[src/rtl/iq_pkg.sv]
// iq_pkg: shared constants and types for the I/Q mixing core.
//   PHASE_W / IQ_W / LUT_AMP / OUT_W : fixed widths and table amplitude
//   QW_TABLE : quarter-wave sine magnitudes round(31*sin(2*pi*k/32)), k=0..8
//   phase_t / iq_t / lut_t / prod_t  : phase index, symbol, table value, product
package iq_pkg;

  localparam int PHASE_W = 5;
  localparam int IQ_W    = 4;
  localparam int LUT_AMP = 31;
  localparam int OUT_W   = 9;

  typedef logic        [PHASE_W-1:0] phase_t;
  typedef logic signed [IQ_W-1:0]    iq_t;
  typedef logic signed [5:0]         lut_t;
  typedef logic signed [OUT_W-1:0]   prod_t;

  // Magnitudes only; sign and mirroring are applied by sin_qrom.
  localparam logic [5:0] QW_TABLE [0:8] = '{
    6'd0, 6'd6, 6'd12, 6'd17, 6'd22, 6'd26, 6'd29, 6'd30, 6'd31
  };

endpackage

[src/rtl/iq_sincos_sin_qrom.sv]
// sin_qrom: combinational 32-step sine ROM built from a 9-entry quarter wave.
//   i_phase : phase index 0..31
//   o_val   : signed sine value in LUT units (-31..+31)
module sin_qrom
  import iq_pkg::*;
(
  input  logic [4:0] i_phase,
  output logic [5:0] o_val
);

  logic [3:0] w_half;   // position within the current half cycle, 0..15
  logic [3:0] w_idx;    // mirrored quarter-wave index, always 0..8
  logic [5:0] w_mag;

  assign w_half = i_phase[3:0];

  // Second quarter of each half mirrors the first: S[k] = S[16-k].
  always_comb begin
    w_idx = w_half;
    if (w_half > 4'd8) begin
      w_idx = 4'd0 - w_half;  // 16 - w_half modulo 16
    end
  end

  always_comb begin
    w_mag = 6'd0;
    if (w_idx <= 4'd8) begin
      w_mag = QW_TABLE[w_idx];
    end
  end

  // Second half of the cycle is the negated first half.
  assign o_val = i_phase[4] ? (6'd0 - w_mag) : w_mag;

endmodule

[src/rtl/iq_sincos.sv]
// iq_sincos: per-sample I/Q mixer, one-cycle latency, no enable.
//   clk  : rising-edge clock
//   rst  : synchronous active-high reset, zeroes both outputs
//   tpos : carrier phase index 0..31
//   i, q : signed 4-bit symbols
//   icos : registered i * cos(2*pi*tpos/32), signed 9-bit LUT units
//   qsin : registered q * sin(2*pi*tpos/32), signed 9-bit LUT units
// Interface has no valid/ready: every edge out of reset captures a new
// product from the inputs present at that edge.
module iq_sincos
  import iq_pkg::*;
(
  input  logic       clk,
  input  logic       rst,
  input  logic [4:0] tpos,
  input  logic [3:0] i,
  input  logic [3:0] q,
  output logic [8:0] icos,
  output logic [8:0] qsin
);

  logic [4:0]        w_cos_phase;
  logic [5:0]        w_sin_val;
  logic [5:0]        w_cos_val;
  logic signed [8:0] w_i_ext;
  logic signed [8:0] w_q_ext;
  logic signed [8:0] w_sin_ext;
  logic signed [8:0] w_cos_ext;
  logic signed [8:0] w_icos;
  logic signed [8:0] w_qsin;
  logic [8:0]        r_icos;
  logic [8:0]        r_qsin;

  // cos(k) = sin(k+8); the 5-bit add wraps naturally.
  assign w_cos_phase = tpos + 5'd8;

  sin_qrom u_sin (
    .i_phase (tpos),
    .o_val   (w_sin_val)
  );

  sin_qrom u_cos (
    .i_phase (w_cos_phase),
    .o_val   (w_cos_val)
  );

  // Sign-extend to the product width; |product| <= 248 so 9 bits is exact.
  assign w_i_ext   = {{5{i[3]}}, i};
  assign w_q_ext   = {{5{q[3]}}, q};
  assign w_sin_ext = {{3{w_sin_val[5]}}, w_sin_val};
  assign w_cos_ext = {{3{w_cos_val[5]}}, w_cos_val};
  assign w_icos    = w_i_ext * w_cos_ext;
  assign w_qsin    = w_q_ext * w_sin_ext;

  always_ff @(posedge clk) begin
    if (rst) begin
      r_icos <= 9'd0;
      r_qsin <= 9'd0;
    end else begin
      r_icos <= w_icos;
      r_qsin <= w_qsin;
    end
  end

  assign icos = r_icos;
  assign qsin = r_qsin;

endmodule

[config.mk]
export PLATFORM = sky130hd
export DESIGN_NAME = iq_sincos
export DESIGN_NICKNAME = d
export VERILOG_FILES = /design/src/rtl/iq_pkg.sv /design/src/rtl/iq_sincos_sin_qrom.sv /design/src/rtl/iq_sincos.sv
export SDC_FILE = /design/constraint.sdc
export NUM_CORES = 1
export LEC_CHECK = 0
export ABC_AREA = 1
export CORE_ASPECT_RATIO = 2
export CORE_MARGIN = 1.5
export CORE_UTILIZATION = 45
export DETAILED_ROUTE_END_ITERATION = 8
export DONT_BUFFER_PORTS = 1
export PLACE_DENSITY_LB_ADDON = 0.2
export SLEW_MARGIN = 15
export SYNTH_ARGS = -nofsm -noshare
export SYNTH_HDL_FRONTEND = slang
export SYNTH_SLANG_ARGS = --single-unit
[constraint.sdc]
create_clock -name clk -period 18.5 [get_ports clk]
set_clock_uncertainty 0.2 [all_clocks]
set_input_delay 3.7 -clock clk [delete_from_list [all_inputs] [get_ports clk]]
set_output_delay 3.7 -clock clk [all_outputs]
set_load 0.05 [all_outputs]
==> flow_metrics.tcl <==
set metrics [dict create \
    crit_required_ps 18440 \
    wl_met3_um 154 \
    wl_met2_um 2823 \
    p_int_w 0.0001574 \
    p_clk_share_pct 14.3 \
    wirelength_um 5099 \
    cp.arrival_ps 8640 \
    synth_edf_count 0 \
    cts.sinks 18 \
    wl_per_cell_um 11.72 \
    sw_frac_of_total_pct 51.94 \
    core-area_um2 5709 \
    avgSynthCellArea_um2 7.059 \
    crit_path_frequent_cell "nand2_1" \
    syn_nets 445 \
    drive_gt1_share_pct 9.358 \
    synth_top_family_by_area "adder cells" \
    max_stage_delay_ps 530 \
    rows 39 \
    pre_cts_slack_ps 9527 \
    power_density_nw_per_um2 117.8 \
    fin_nets 446 \
    synth_area_um2 2640 \
    worstHoldPathType "primary input to flip-flop" \
    synthMuxAreaShare_pct 0 \
    cpMaxStageDelayCell "fa_1" \
    rsz0062_at_grt "no" \
    gp_congestion 0.9038 \
    finalHoldViolCount 0 \
    crit_path_max_fanout 11 \
    grt_max_degree 13 \
    cts_tree "built" \
    tns_ps 0 \
    start_util_pct 46.24 \
    num_io_pins 33 \
    syn2layout_area_growth_pct 5.308 \
    finalCritPeriodShare_pct 47.03 \
    finalMaxSlewViolations 0 \
    grt_remaining_overflow 0 \
    clkSlewWorstSetupHoldPaths_ps 50 \
    clockRootBuffer "clkbuf_16" \
    fmax_mhz 114.9 \
    min_period_ps 8700 \
    synth-async-reset-ratio_pct 0 \
    setup_ws_ps 9800 \
    cts_resized 0 \
    relSlewSlack_pct 65.89 \
    yosys_warnings 0 \
    ys_seq_area_share_pct 13.65 \
    top_layer "met4" \
    cts-buffers-inserted 3 \
    holdBufCountCts 0 \
    io_buffers 0 \
    synthXorXnorAreaFrac_pct 3.934 \
    synthFlopType "dfxtp_1" \
    fillerInstances 602 \
    combPwrFrac_pct 55.2 \
    worstSetupEndpointType "flip-flop" \
    chipWidth_um 57.16 \
    cts_buffer_depth 2 \
    ant_nets 0 \
    avgViaCountPerCell 5.080 \
    synthCells 374 \
    post_cts_buffers 0 \
    switching_power_w 0.0001701 \
    hpwl_um 4574 \
    wl_met1_um 1989 \
    p_seq_share_pct 30.6 \
    yosys.area_share.simple_pct 29.34 \
    synth_compound_area_share_pct 6.398 \
    dr.first_iter.drc_count 47 \
    track_usage_pct 17.70 \
    via_count 2210 \
    post-route-drc-count 0 \
    crit_buf_inv 6 \
    ir_drop_v 0.00009733 \
    dieArea_um2 6363 \
    worst_pin_slew_ps 511.0 \
    setup_violations 0 \
    diodes 0 \
    grt_pass1_wl_um 9315 \
    antenna_found_initial 0 \
    synth_fa_ha_area_share_pct 33.36 \
    h-tree-depth 1 \
    synthDistinctLibCells 31 \
    status "completed" \
    dr.pass1.iters 4 \
    cp-start-kind "primary input" \
    critPathTopFamily "adder cells" \
    leakage_nw 1.539 \
    grt_pass1_vias 2297 \
    die_h_um 111.3 \
    ys_seq_elements 18 \
    critical_path_class "primary input to flip-flop" \
    cap_violations 0 \
]
-- cell type report --
type,count,area [um^2],area share [%]
multi-input combinational,265,1928,69.35
clock buffer,4,88.84,3.195
sequential,18,360.3,12.96
tap,61,76.32,2.745
inverter,87,326.6,11.75
-- placed cells by master (no fill, tap or decap), drive strengths merged --
cell type / synthesis / final
nand4: 6 / 6
a211oi: 1 / 1
o21ai: 16 / 16
nand3: 29 / 29
ha: 32 / 32
nor3: 2 / 2
nor2: 61 / 61
fa: 24 / 24
dfxtp: 18 / 18
xor2: 3 / 3
xnor2: 8 / 8
a31oi: 1 / 1
clkbuf: 1 / 4
a21oi: 12 / 12
inv: 87 / 87
nand2: 66 / 66
or2: 4 / 4
-- metrics by stage --
| step | hold slack [ps] | instances | power (W) | util [%] | cell area [um^2] |
|---|---|---|---|---|---|
| after floorplan | 3577 | 374 | 0.0002498 | - | 2640 |
| after global placement | 3569 | 431 | 0.0002810 | 47.14 | 2691 |
| after CTS | 3313 | 435 | 0.0003326 | 48.70 | 2780 |
| final | 3312 | 435 | 0.0003275 | 48.70 | 2780 |
| after global routing | 3314 | 435 | 0.0003663 | 48.70 | 2780 |
| after detailed placement | 3570 | 431 | 0.0002838 | 47.14 | 2691 |
-- power groups by stage --
stage | clock network (W) | registers [W] | logic [W]
after floorplan | 0 | 0.000100 | 0.000150
after global placement | 0 | 0.000101 | 0.000180
after detailed placement | 0 | 0.000101 | 0.000182
after CTS | 0.0000474 | 0.000101 | 0.000185
after global routing | 0.0000497 | 0.000102 | 0.000215
final | 0.0000467 | 0.000100 | 0.000181
-- state kept, by name (all words and copies together) (netlist names) --
| name | flops |
|---|---|
| qsin | 9 |
| icos | 9 |
-- cell families after synthesis --
family | count (synthesis)
flops | 18
simple gates | 168
xor+xnor | 11
fa+ha+maj | 56
compound gates | 30
buf+inv | 91
-- cells in the mapped netlist, drive strengths merged (3+ instances only) --
library cell	number	area [um^2]
a21oi	12	71.32
nor2	61	256.5
or2	4	25.03
xor2	3	33.79
xnor2	8	70.07
nand4	6	37.54
fa	24	480.5
dfxtp	18	360.4
ha	32	400.4
nand3	29	182.7
inv	87	326.6
nand2	66	262.8
o21ai	16	83.83
buf	3	21.27
-- path summary, 6_finish.rpt --
check | from | endpoint | cells past startpoint
setup / recovery | tpos[0] | qsin[8] | 35
hold / removal | rst | icos[4] | 1
-- per-layer routing --
metal / vias up / track usage, %
met5: - / 0
met4: 0 / 7.442
met3: 11 / 1.867
met2: 43 / 34.56
met1: 1013 / 17.92
li1: 1143 / -
(Power assumes the default switching activity.)
